`config.mk`:
```
export PLATFORM = sky130hd
export DESIGN_NAME = rgbw_fade_sequencer
export DESIGN_NICKNAME = d
export VERILOG_FILES = /design/src/rtl/rgbw_fade_sequencer_pkg.sv /design/src/rtl/rgbw_fade_step.sv /design/src/rtl/rgbw_fade_sequencer.sv
export SDC_FILE = /design/constraint.sdc
export NUM_CORES = 1
export LEC_CHECK = 0
export ABC_AREA = 1
export BUFFER_PORTS_ARGS = -buffer_cell sky130_fd_sc_hd__buf_4
export CORE_ASPECT_RATIO = 0.5
export CORE_MARGIN = 2
export CORE_UTILIZATION = 60
export DETAILED_ROUTE_END_ITERATION = 8
export PLACE_DENSITY = 0.81
export SYNTH_ARGS = -nofsm -noshare
export SYNTH_HDL_FRONTEND = slang
export SYNTH_SLANG_ARGS = --single-unit
```
`constraint.sdc`:
```
create_clock -name clk12 -period 6.6 [get_ports clk12]
set_clock_uncertainty 0.15 [all_clocks]
set_input_delay 0.99 -clock clk12 [delete_from_list [all_inputs] [get_ports clk12]]
set_output_delay 0.99 -clock clk12 [all_outputs]
set_load 0.005 [all_outputs]
```
`src/rtl/rgbw_fade_sequencer_pkg.sv`:
```
// ============================================================================
// Module : rgbw_fade_sequencer_pkg
// Brief  : Shared FSM encodings, channel indices and defaults for the RGBW fader.
// Rev    : 1.0  initial release
// ============================================================================
`default_nettype none

package rgbw_fade_sequencer_pkg;

    localparam int unsigned c_tick_div_default = 12000;

    localparam logic [1:0] c_ch_r = 2'd0;
    localparam logic [1:0] c_ch_g = 2'd1;
    localparam logic [1:0] c_ch_b = 2'd2;
    localparam logic [1:0] c_ch_w = 2'd3;

    typedef enum logic [2:0] {
        ST_IDLE  = 3'd0,
        ST_CH_R  = 3'd1,
        ST_CH_G  = 3'd2,
        ST_CH_B  = 3'd3,
        ST_CH_W  = 3'd4,
        ST_CHECK = 3'd5
    } state_e;

    // Perceptual curve (cur*cur + 255) >> 8 keeps 0 -> 0 and 255 -> 255.
    function automatic logic [7:0] f_gamma(input logic [7:0] lvl);
        logic [16:0] sq;
        sq = 17'(lvl) * 17'(lvl) + 17'd255;
        return 8'(sq >> 8);
    endfunction

endpackage

`default_nettype wire

```
`src/rtl/rgbw_fade_step.sv`:
```
// ============================================================================
// Module : rgbw_fade_step
// Brief  : Combinational step unit moving one level toward its target, clamped.
// Rev    : 1.0  initial release
// ============================================================================
`default_nettype none

module rgbw_fade_step (
    input  logic [7:0] cur_i,
    input  logic [7:0] tgt_i,
    input  logic [7:0] step_i,
    output logic [7:0] nxt_o
);

    logic        [8:0] w_sum;
    logic signed [9:0] w_dif;

    assign w_sum = {1'b0, cur_i} + {1'b0, step_i};
    assign w_dif = $signed({2'b00, cur_i}) - $signed({2'b00, step_i});

    always_comb begin
        nxt_o = cur_i;
        if (cur_i < tgt_i) begin
            nxt_o = (w_sum > {1'b0, tgt_i}) ? tgt_i : w_sum[7:0];
        end else if (cur_i > tgt_i) begin
            nxt_o = (w_dif < $signed({2'b00, tgt_i})) ? tgt_i : w_dif[7:0];
        end
    end

endmodule

`default_nettype wire

```
`src/rtl/rgbw_fade_sequencer.sv`:
```
// ============================================================================
// Module : rgbw_fade_sequencer
// Brief  : Ramps four lamp levels toward loaded targets, one channel per cycle
//          on each prescaler tick. Option macro: RGBW_FADE_GAMMA_EN.
// Rev    : 1.0  initial release
// ============================================================================
`default_nettype none

module rgbw_fade_sequencer
    import rgbw_fade_sequencer_pkg::*;
#(
    parameter int unsigned TICK_DIV = c_tick_div_default
) (
    input  logic       clk12,
    input  logic       reset,
    input  logic       load,
    input  logic [7:0] red_tgt,
    input  logic [7:0] green_tgt,
    input  logic [7:0] blue_tgt,
    input  logic [7:0] white_tgt,
    input  logic [7:0] step_in,
    output logic [7:0] red_out,
    output logic [7:0] green_out,
    output logic [7:0] blue_out,
    output logic [7:0] white_out,
    output logic       busy,
    output logic       done
);

    logic [15:0] cnt_q, cnt_d;
    state_e      state_q, state_d;
    logic [7:0]  lvl_q [4];
    logic [7:0]  lvl_d [4];
    logic [7:0]  tgt_q [4];
    logic [7:0]  tgt_d [4];
    logic [7:0]  step_q, step_d;
    logic        busy_q, busy_d;
    logic        done_q, done_d;

    logic        w_tick;
    logic        w_upd;
    logic [1:0]  w_sel;
    logic [7:0]  w_nxt;
    logic        w_all_eq;
    logic        w_any_diff_new;

    assign w_tick = (cnt_q == 16'(TICK_DIV - 1));
    assign cnt_d  = w_tick ? 16'd0 : cnt_q + 16'd1;

    always_comb begin
        w_upd = 1'b1;
        w_sel = c_ch_r;
        case (state_q)
            ST_CH_R: w_sel = c_ch_r;
            ST_CH_G: w_sel = c_ch_g;
            ST_CH_B: w_sel = c_ch_b;
            ST_CH_W: w_sel = c_ch_w;
            default: w_upd = 1'b0;
        endcase
    end

    rgbw_fade_step u_step (
        .cur_i  (lvl_q[w_sel]),
        .tgt_i  (tgt_q[w_sel]),
        .step_i (step_q),
        .nxt_o  (w_nxt)
    );

    always_comb begin
        state_d = state_q;
        case (state_q)
            ST_IDLE:  if (w_tick && busy_q) state_d = ST_CH_R;
            ST_CH_R:  state_d = ST_CH_G;
            ST_CH_G:  state_d = ST_CH_B;
            ST_CH_B:  state_d = ST_CH_W;
            ST_CH_W:  state_d = ST_CHECK;
            default:  state_d = ST_IDLE;
        endcase
    end

    // New targets are compared against the post-update levels so that a load
    // coinciding with a channel update never leaves busy stuck low.
    always_comb begin
        lvl_d = lvl_q;
        if (w_upd) lvl_d[w_sel] = w_nxt;

        tgt_d  = tgt_q;
        step_d = step_q;
        if (load) begin
            tgt_d[c_ch_r] = red_tgt;
            tgt_d[c_ch_g] = green_tgt;
            tgt_d[c_ch_b] = blue_tgt;
            tgt_d[c_ch_w] = white_tgt;
            step_d        = (step_in == 8'd0) ? 8'd1 : step_in;
        end

        w_all_eq       = 1'b1;
        w_any_diff_new = 1'b0;
        for (int i = 0; i < 4; i++) begin
            if (lvl_q[i] != tgt_q[i]) w_all_eq = 1'b0;
            if (tgt_d[i] != lvl_d[i]) w_any_diff_new = 1'b1;
        end

        busy_d = busy_q;
        done_d = 1'b0;
        if (load) begin
            busy_d = w_any_diff_new;
        end else if (state_q == ST_CHECK && w_all_eq) begin
            busy_d = 1'b0;
            done_d = busy_q;
        end
    end

    always_ff @(posedge clk12 or posedge reset) begin
        if (reset) begin
            cnt_q   <= 16'd0;
            state_q <= ST_IDLE;
            step_q  <= 8'd0;
            busy_q  <= 1'b0;
            done_q  <= 1'b0;
            for (int i = 0; i < 4; i++) begin
                lvl_q[i] <= 8'd0;
                tgt_q[i] <= 8'd0;
            end
        end else begin
            cnt_q   <= cnt_d;
            state_q <= state_d;
            step_q  <= step_d;
            busy_q  <= busy_d;
            done_q  <= done_d;
            lvl_q   <= lvl_d;
            tgt_q   <= tgt_d;
        end
    end

    assign busy = busy_q;
    assign done = done_q;

`ifdef RGBW_FADE_GAMMA_EN
    logic [7:0] out_q [4];

    always_ff @(posedge clk12 or posedge reset) begin
        if (reset) begin
            for (int i = 0; i < 4; i++) out_q[i] <= 8'd0;
        end else begin
            for (int i = 0; i < 4; i++) out_q[i] <= f_gamma(lvl_q[i]);
        end
    end

    assign red_out   = out_q[c_ch_r];
    assign green_out = out_q[c_ch_g];
    assign blue_out  = out_q[c_ch_b];
    assign white_out = out_q[c_ch_w];
`else
    assign red_out   = lvl_q[c_ch_r];
    assign green_out = lvl_q[c_ch_g];
    assign blue_out  = lvl_q[c_ch_b];
    assign white_out = lvl_q[c_ch_w];
`endif

endmodule

`default_nettype wire

```
# Word level (Yosys, flattened, before mapping)
# Cells that the tools add are included.
# word_totals
wordCells	78
regBits	93
# op_classes
bitwise_logic	1
add_sub_neg	3
n_eq_ne	15
reduce_logical	7
muxes	33
n_lt_le_gt_ge	6
# op_table
cell	count
$mux W8	10
$mux W32	2
$ne A8 B8 Y1	8
$bmux W8 S2	2
$bwmux W32	1
$add A16 B1 Y16 const B	1
$demux W8 S2	1
$eq A16 B14 Y1 const B	1
$mux W16	1
$pmux W3 S5	1
$mux W1	13
$lt A10 B9 Y1	1
$add A8 B8 Y9	1
$gt A9 B8 Y1	1
$sub A8 B8 Y9	1
$gt A8 B8 Y1	1
$logic_not A8 Y1	1
$lt A8 B8 Y1	1
$eq A3 B2 Y1 const B	2
$eq A3 B3 Y1 const B	2
$pmux W2 S3	1
$reduce_or A4 Y1	1
$eq A3 B1 Y1 const B	1
$ge A3 B3 Y1 const B	1
other kinds (7)	9

# Depth between registers and ports, before layout
# Gate-level depths: netlist of the first run.
# depth
depth_word	19
depth_mapped	44
mapped_depth_nobuf	42

# Cells and area by module
# Synthesis of the first run repeated with hierarchy kept, for this count alone.
# hier_totals
cells_unflattened	1053
area_unflattened_um2	7254.5
# by_module_without_submodules
mod	cells_each	instances	area_per_inst_um2	seq_area_each_um2
rgbw_fade_sequencer	768	1	5504.0	2327.2
rgbw_fade_step	285	1	1750.4	0.0

# Worst setup path before layout of the first run
# OpenSTA, ideal clock, no wires.
# synth_path
kind	reg-to-reg
start	reg state_q[0]
end	reg busy_q, in the netlist busy
stages_incl_launch_ff	36
setup_slack_ps	1861
period_less_slack_ps	4739
setup_time_ps	117
n_path_buf	2
arrival_ps	4473
cell_sequence	dfrtp_1 > nor2_1 > nand2_2 > buf_2 > o21ai_0 > inv_1 > ha_1 > nor2_1 > nor2_1 > o21bai_1 > xor2_1 > inv_1 > ha_1 > nand2_1 > a21oi_1 > nor2_1 > o21ai_0 > nand2_1 > nand2_1 > nand2_1 > nand2_1 > nand2_1 > nand2_1 > buf_2 > o211ai_1 > nand3_1 > nand2_1 > nand2_1 > nand2_1 > nand2_1 > nor2_1 > nand2_1 > nor2_1 > nand2_1 > nand2_1 > nand2_1
# synth_between
elab_chain_len	19
word_cells_on_any_way	43
cone_classes	add/sub (2); order compare (6); eq/ne (9); mux (21); bitwise (1); reduce/logical (4)
# synth_lines
item	line_no	rtl
start, declared	rgbw_fade_sequencer.sv:31	state_e state_q, state_d;
start signal, assigned	rgbw_fade_sequencer.sv:127	state_q <= state_d;
$eq A3 B3 Y1 / $eq A3 B2 Y1 (equally long branches)	rgbw_fade_sequencer.sv:53	case (state_q)
$pmux W2 S3	rgbw_fade_sequencer.sv:53	
$not A2 Y3 (implied by the code)	rgbw_fade_sequencer.sv:63, rgbw_fade_sequencer.sv:64, rgbw_fade_sequencer.sv:85	
$bmux W8 S2	rgbw_fade_sequencer.sv:63	.cur_i (lvl_q[w_sel]),
$mux W8 (implied by the code) (2 in a row)	rgbw_fade_sequencer.sv:63	
$sub A8 B8 Y9	rgbw_fade_step.sv:19	assign w_dif = $signed({2'b00, cur_i}) - $signed({2'b00, step_i});
$lt A10 B9 Y1	rgbw_fade_step.sv:26	nxt_o = (w_dif < $signed({2'b00, tgt_i})) ? tgt_i : w_dif[7:0];
$mux W8	rgbw_fade_step.sv:26	
$mux W8	rgbw_fade_step.sv:25	end else if (cur_i > tgt_i) begin
$mux W8	rgbw_fade_step.sv:23	if (cur_i < tgt_i) begin
$bwmux W32	rgbw_fade_sequencer.sv:85	if (w_upd) lvl_d[w_sel] = w_nxt;
$mux W32	rgbw_fade_sequencer.sv:85	
$ne A8 B8 Y1	rgbw_fade_sequencer.sv:101	if (tgt_d[i] != lvl_d[i]) w_any_diff_new = 1'b1;
$mux W1 (4 in a row)	rgbw_fade_sequencer.sv:101	
$mux W1	rgbw_fade_sequencer.sv:106	if (load) begin
end signal, assigned	rgbw_fade_sequencer.sv:129	busy_q <= busy_d;
end, declared	rgbw_fade_sequencer.sv:37	logic busy_q, busy_d;
# Parallel ways exist; a longest one is shown, timed or not. The select of a mux whose other input is x is not followed.
# A chain may end at the register's enable or synchronous reset.

==> run summary, run 1 <==
Row count -> 27
Global-route wire length before repair -> 32670 um
Longest Clk Path Bufs -> 2
Post-Syn Area -> 0.006940 mm2
N_diodes -> 0
Full die area -> 0.01250 mm2
HP Class -> flip-flop to flip-flop
Worst Max-Slew Pin Slew -> 0.9557 ns
Number of synthesized flops with an enable pin -> 0
Core area -> 0.01115 mm2
Fmax -> 0.1635 GHz
Worst skew pair latency -> 0.36 ns
Vias per inst -> 5.776
Drc violations -> 0
Post-route setup TNS -> 0 ns
Final Hold Vio Count -> 0
Routed wire length -> 20820 um
Clock Pin Slew Worst Setup and Hold Paths -> 0.07 ns
Power Density -> 178.6 mW/mm2
CTS H-tree lvls -> 3
Clock Sink Count -> 93
CP Capture Type -> flip-flop
Area grow syn2layout -> 14.26%
Share of layout cells above drive strength 1 -> 0.1711
Worst Hold Slack -> 0.3151 ns
Setup CP Type -> flip-flop to flip-flop
Leak -> 4.535 nW
Crit path top cell by count -> nand2_1
Via count -> 6914
Crit share post-route -> 0.9268
Min Tclk post-route -> 6.117 ns
Required @ worst endpoint -> 6.69 ns
Post-synth top flop -> dfrtp_1
Register bit total from synthesis -> 93
Synth cell types -> 48
Count of final max-slew check failures -> 0
Post-synth ARST share -> 1.000
Wire per inst -> 17.39 um
Initial DRC count -> 899
Largest net degree at the start of global routing -> 74
Post-Syn Nets -> 1060
CTS tree -> built
Critical Path Max Stage Delay -> 0.45 ns
Sequential cell area fraction in the yosys report -> 0.3353
Syn. warnings -> 0
Dpl hpwl -> 16070 um
Critical Path AT -> 6.21 ns
Root Buffer Master -> clkbuf_16
Die width -> 156.1 um
Crit path max-delay cell type -> dfrtp_1
Grt ovf -> 0
Max_slew headroom -> 0.3629
TritonRoute pass-1 iters -> 9
Initial antenna violation count -> 0
Top Ports -> 77
Nets@finish -> 1132
Status -> finished clean
Worst-path fanout max -> 18
Overall routing resource usage -> 0.3428
FILL cells -> 957
Quantity of I/O buffers inserted on ports -> 76
Average size of a mapped cell -> 7.118 um2
Mapped Cells -> 975
Max-cap violations -> 0
Cts bufs inserted -> 9
Die Y -> 80.05 um
RSZ-0062 raised after global routing -> no
Startpoint Class -> flip-flop
Vias in the first global route -> 6281
Placer Congestion -> 0.9995
Starting Density -> 0.6226
Antenna-violating nets left -> 0
Setup violations, final -> 0
VDD IR max -> 119.1 uV
[cell families (layout without fill, tap and decap cells)]
logic type / after synthesis / in the layout / synth area share
AO/OA/AOI/OAI: 131 / 131 / 0.1105
XOR/XNOR: 39 / 39 / 0.04922
adder cells (fa/ha/maj): 42 / 42 / 0.07788
buffers and inverters: 190 / 267 / 0.1069
flip-flops: 93 / 93 / 0.3353
multiplexers: 3 / 3 / 0.004327
AND/OR/NAND/NOR: 477 / 477 / 0.3158
[cells in the mapped netlist (2+ instances only)]
master / number / area (um2)
nand3_2: 5 / 50.05
nand3b_1: 2 / 15.01
nand2_1: 231 / 867.1
nand3_1: 92 / 460.4
nor2_2: 3 / 18.77
inv_1: 160 / 600.6
a21oi_1: 33 / 165.2
mux2i_1: 3 / 30.03
inv_2: 7 / 26.28
o21a_1: 4 / 30.03
xor2_1: 33 / 289.0
nor2_1: 59 / 221.5
clkbuf_1: 8 / 30.03
nor3_2: 4 / 40.04
nor3_1: 7 / 35.03
nand4_1: 10 / 62.56
or2_2: 46 / 287.8
xnor2_1: 6 / 52.55
buf_2: 11 / 55.05
ha_1: 40 / 500.5
nand2_2: 3 / 18.77
o21ai_1: 3 / 15.01
a211oi_2: 2 / 25.02
o21ai_0: 57 / 285.3
dfrtp_1: 93 / 2327
a221oi_1: 2 / 17.52
nand2_4: 3 / 33.78
buf_4: 2 / 15.01
fa_1: 2 / 40.04
nor4_1: 9 / 56.30
o22ai_1: 18 / 112.6
[power breakdown]
group | switching, mW | total (mW) | internal (mW)
logic | 0.175 | 0.272 | 0.0967
registers | 0.0271 | 0.619 | 0.592
clock network | 0.252 | 0.525 | 0.273
[sequential cells by signal (all words and copies together) (netlist names)]
name,cells
tgt_q,32
cnt_q,16
blue_out,8
green_out,8
red_out,8
step_q,8
white_out,8
state_q,3
busy,1
done,1
[metrics by stage]
stage	setup slack [ns]	instance area [um2]	power, mW	cells	util
CTS	0.5517	7919	1.405	1196	0.7103
global placement	0.7958	7629	0.8847	1180	0.6843
global route	0.04440	7930	1.473	1197	0.7113
floorplan	1.861	6940	0.8001	975	-
detailed placement	0.5981	7629	0.8898	1180	0.6843
finish	0.4832	7930	1.416	1197	0.7113
[cell usage in the layout (no fill, tap or decap), drive strengths merged, types with 11 or more instances in the layout]
| cell type | count |
|---|---|
| a21oi | 34 |
| buf | 83 |
| dfrtp | 93 |
| ha | 40 |
| inv | 171 |
| nand2 | 237 |
| nand3 | 97 |
| nor2 | 62 |
| nor3 | 11 |
| o21ai | 61 |
| o22ai | 18 |
| or2 | 47 |
| xor2 | 33 |
[cell type report]
| class | count | area [um2] | area share |
|---|---|---|---|
| tap | 145 | 181.4 | 0.02288 |
| clock buffer | 10 | 239.0 | 0.03014 |
| timing repair buffer | 83 | 623.1 | 0.07857 |
| clock inverter | 6 | 51.30 | 0.006469 |
| inverter | 168 | 633.1 | 0.07984 |
| sequential | 93 | 2327 | 0.2935 |
| multi-input combinational | 692 | 3875 | 0.4886 |
[timing repair]
action / CTS / global route
setup endpoints to repair: 0 / 1
buffers inserted: 0 / 1
resized for setup: 0 / 1
hold buffers: 0 / 0
[layer usage]
metal | share of wire | track usage
met1 | 0.43 | 0.4860
met2 | 0.41 | 0.5177
met3 | 0.13 | 0.09282
met4 | 0.024 | 0.08899
met5 | 0.0051 | 0.03463
[worst paths after layout]
kind,from,endpoint,slack (ns),cells past startpoint
setup / recovery,state_q[0]$_DFFE_PP0P_,busy$_DFFE_PP0P_,0.48,38
hold reg to reg,cnt_q[0]$_DFF_PP0_,cnt_q[0]$_DFF_PP0_,0.32,1
max in group asynchronous,reset,step_q[7]$_DFFE_PP0P_,4.66,3
min in group asynchronous,reset,tgt_q[27]$_DFF_PP0_,0.43,2
hold / removal,cnt_q[0]$_DFF_PP0_,cnt_q[0]$_DFF_PP0_,0.32,1
setup reg to reg,state_q[0]$_DFFE_PP0P_,busy$_DFFE_PP0P_,0.48,38
[critical path, delay by kind of cell, from the launching register on]
family | cells | cell delay (ns)
XOR/XNOR | 1 | 0.29
flip-flops | 1 | 0.45
AND/OR/NAND/NOR | 24 | 2.67
AO/OA/AOI/OAI | 7 | 1.15
buffers and inverters | 4 | 0.59
adder cells (fa/ha/maj) | 2 | 0.68
Power figures use the tool's default switching activity.
==> run 2, diff against run 1 <==
Settings changed: CORE_UTILIZATION 60 to 62, CTS_BUF_LIST set to sky130_fd_sc_hd__clkbuf_8, PLACE_DENSITY 0.81 to 0.84.
==> run 2 against run 1 <==
Compared with the run above:
- final area decreased by 0.85%
- utilization increased by 0.70 points
- maximum frequency increased by 0.88%
- combinational power about the same
- sequential share of layout area increased by 0.25 points
- critical path depth decreased by 4
- clock power decreased by 17%
- hold slack improved by 0.016 ns
- non-clock buffer count increased by 1
- via count decreased by 1.4%
- sequential cell count unchanged
- critical path type unchanged
- largest power group unchanged
==> run summary, run 2 (synthesis results as in run 1) <==
Wire per inst -> 18.05 um (+3.8%)
Most flops, register -> tgt_q
VDD IR max -> 110.4 uV (-7.3%)
Worst skew pair latency -> 0.38 ns (+0.02 ns)
Power Density -> 168.6 mW/mm2 (-5.6%)
Longest Clk Path Bufs -> 2 (unchanged)
Overall routing resource usage -> 0.3647 (+0.02187)
Max_slew headroom -> 0.3707 (+0.007813)
Share of layout cells above drive strength 1 -> 0.1702 (-0.0009506)
Commonest non-fill, non-tap cell in the layout -> nand2_1
Initial antenna violation count -> 0 (unchanged)
Dpl hpwl -> 16780 um (+4.4%)
Required @ worst endpoint -> 6.72 ns (+0.03 ns)
Area grow syn2layout -> 13.29%
Routed wire length -> 21600 um (+3.8%)
Worst-path fanout max -> 18 (unchanged)
Count of final max-slew check failures -> 0 (unchanged)
Post-layout instance area -> 0.007863 mm2 (-0.85%)
Placer Congestion -> 0.9743 (-2.5%)
FILL cells -> 916 (-4.3%)
Setup ws final -> 0.5366 ns (+0.05344 ns)
Nets@finish -> 1133 (+0.088%)
Crit share post-route -> 0.9187 (-0.008097)
CTS tree -> built
Fmax -> 0.1649 GHz (+0.88%)
Vias per inst -> 5.696 (-1.4%)
Top Ports -> 77 (unchanged)
Buffers & Inverters on Critical Path -> 2 (-2)
Largest register FFs -> 32 (unchanged)
Full die area -> 0.01211 mm2 (-3.1%)
Worst Max-Slew Pin Slew -> 0.9439 ns (-0.01172 ns)
Reg2reg setup slack -> 0.54 ns (+0.05 ns)
Cts hold-fix bufs -> 0 (unchanged)
Global-route wire length before repair -> 33950 um (+3.9%)
Most frequent cells in the layout -> nand2_1 (230), inv_1 (160), dfrtp_1 (93)
Drc violations -> 0 (unchanged)
Cts bufs inserted -> 9 (unchanged)
Root Buffer Master -> clkbuf_8
HP Class -> flip-flop to flip-flop
Non-Filler Instances -> 1197 (unchanged)
TritonRoute pass-1 iters -> 6 (-3)
Leak -> 4.500 nW (-0.78%)
Min Tclk post-route -> 6.063 ns (-0.05344 ns)
Status -> finished clean
Vias in the first global route -> 6508 (+3.6%)
Critical Path AT -> 6.18 ns (-0.03 ns)
Quantity of I/O buffers inserted on ports -> 76 (unchanged)
Initial DRC count -> 762 (-15%)
Critical Path Max Stage Delay -> 0.47 ns (+0.02 ns)
Biggest regs -> tgt_q x32, cnt_q x16
Worst slack at placement -> 0.5319 ns (-0.06619 ns)
CP Capture Type -> flip-flop
Row count -> 27 (unchanged)
CTS H-tree lvls -> 3 (unchanged)
Startpoint Class -> flip-flop
Post-route setup TNS -> 0 ns (unchanged)
Max-cap violations -> 0 (unchanged)
Clock Sink Count -> 93 (unchanged)
Setup violations, final -> 0 (unchanged)
Placed Cells -> 1181 (+0.085%)
Clock Pin Slew Worst Setup and Hold Paths -> 0.10 ns (+0.03 ns)
Starting Density -> 0.6341 (+0.01153)
Placed Area -> 0.007635 mm2 (about the same)
Die Y -> 78.82 um (-1.5%)
Crit path top cell by count -> nand2_1
Final Hold Vio Count -> 0 (unchanged)
Crit path max-delay cell type -> a211oi_2
Antenna-violating nets left -> 0 (unchanged)
Grt ovf -> 0 (unchanged)
Setup CP Type -> flip-flop to flip-flop
Die width -> 153.6 um (-1.6%)
N_diodes -> 0 (unchanged)
Core area -> 0.01095 mm2 (-1.8%)
Critical path's top delay family -> simple AND/OR/NAND/NOR gates
Largest net degree at the start of global routing -> 71 (-4.1%)
Via count -> 6818 (-1.4%)
-- run 2: worst register-to-register path: cells and delay by family (launching register included) --
family / cells / cell delay [ns]
flops: 1 / 0.46
buf+inv: 2 / 0.20
simple gates: 25 / 3.09
fa+ha+maj: 2 / 0.67
xor+xnor: 1 / 0.24
compound gates: 4 / 1.18
-- run 2: what timing repair did --
item	CTS	global route
setup buffers	0	1
setup endpoints to repair	0	1
resized for setup	0	3
-- run 2: cell type report --
type                    instances  area (um2)  area share
multi-input cells             692        3879      0.4933
flip-flops and latches         93        2327      0.2960
inverters                     168       631.9     0.08036
repair buffers                 84       630.6     0.08020
well taps                     145       181.4     0.02307
clock buffers                   9       123.9     0.01575
clock inverters                 6       88.84     0.01130
-- run 2: where the power goes --
part	switching, mW	internal (mW)
registers	0.0257	0.592
logic	0.178	0.0965
clock network	0.221	0.212
-- run 2: metal layers --
metal,vias up,global-route usage,share of wire
li1,3255,-,-
met1,3181,0.5152,0.44
met2,337,0.5684,0.44
met3,45,0.09279,0.10
met4,0,0.08349,0.019
met5,-,0,0
-- run 2: per-stage QoR --
stage	util	hold slack [ns]	total power [mW]
after detailed placement	0.6975	0.3226	0.8922
after global placement	0.6975	0.2966	0.8838
after CTS	0.7170	0.3356	1.319
after floorplan	-	0.2829	0.8001
after global routing	0.7183	0.3397	1.378
final	0.7183	0.3311	1.326
-- run 2: worst paths after layout --
check                      depth (start not counted)                    from                endpoint
max                                               34  state_q[0]$_DFFE_PP0P_        busy$_DFFE_PP0P_
min                                                1     cnt_q[15]$_DFF_PP0_     cnt_q[15]$_DFF_PP0_
max reg2reg                                       34  state_q[0]$_DFFE_PP0P_        busy$_DFFE_PP0P_
min reg2reg                                        1     cnt_q[15]$_DFF_PP0_     cnt_q[15]$_DFF_PP0_
max in group asynchronous                          3                   reset  green_out[2]$_DFF_PP0_
min in group asynchronous                          2                   reset   blue_out[0]$_DFF_PP0_
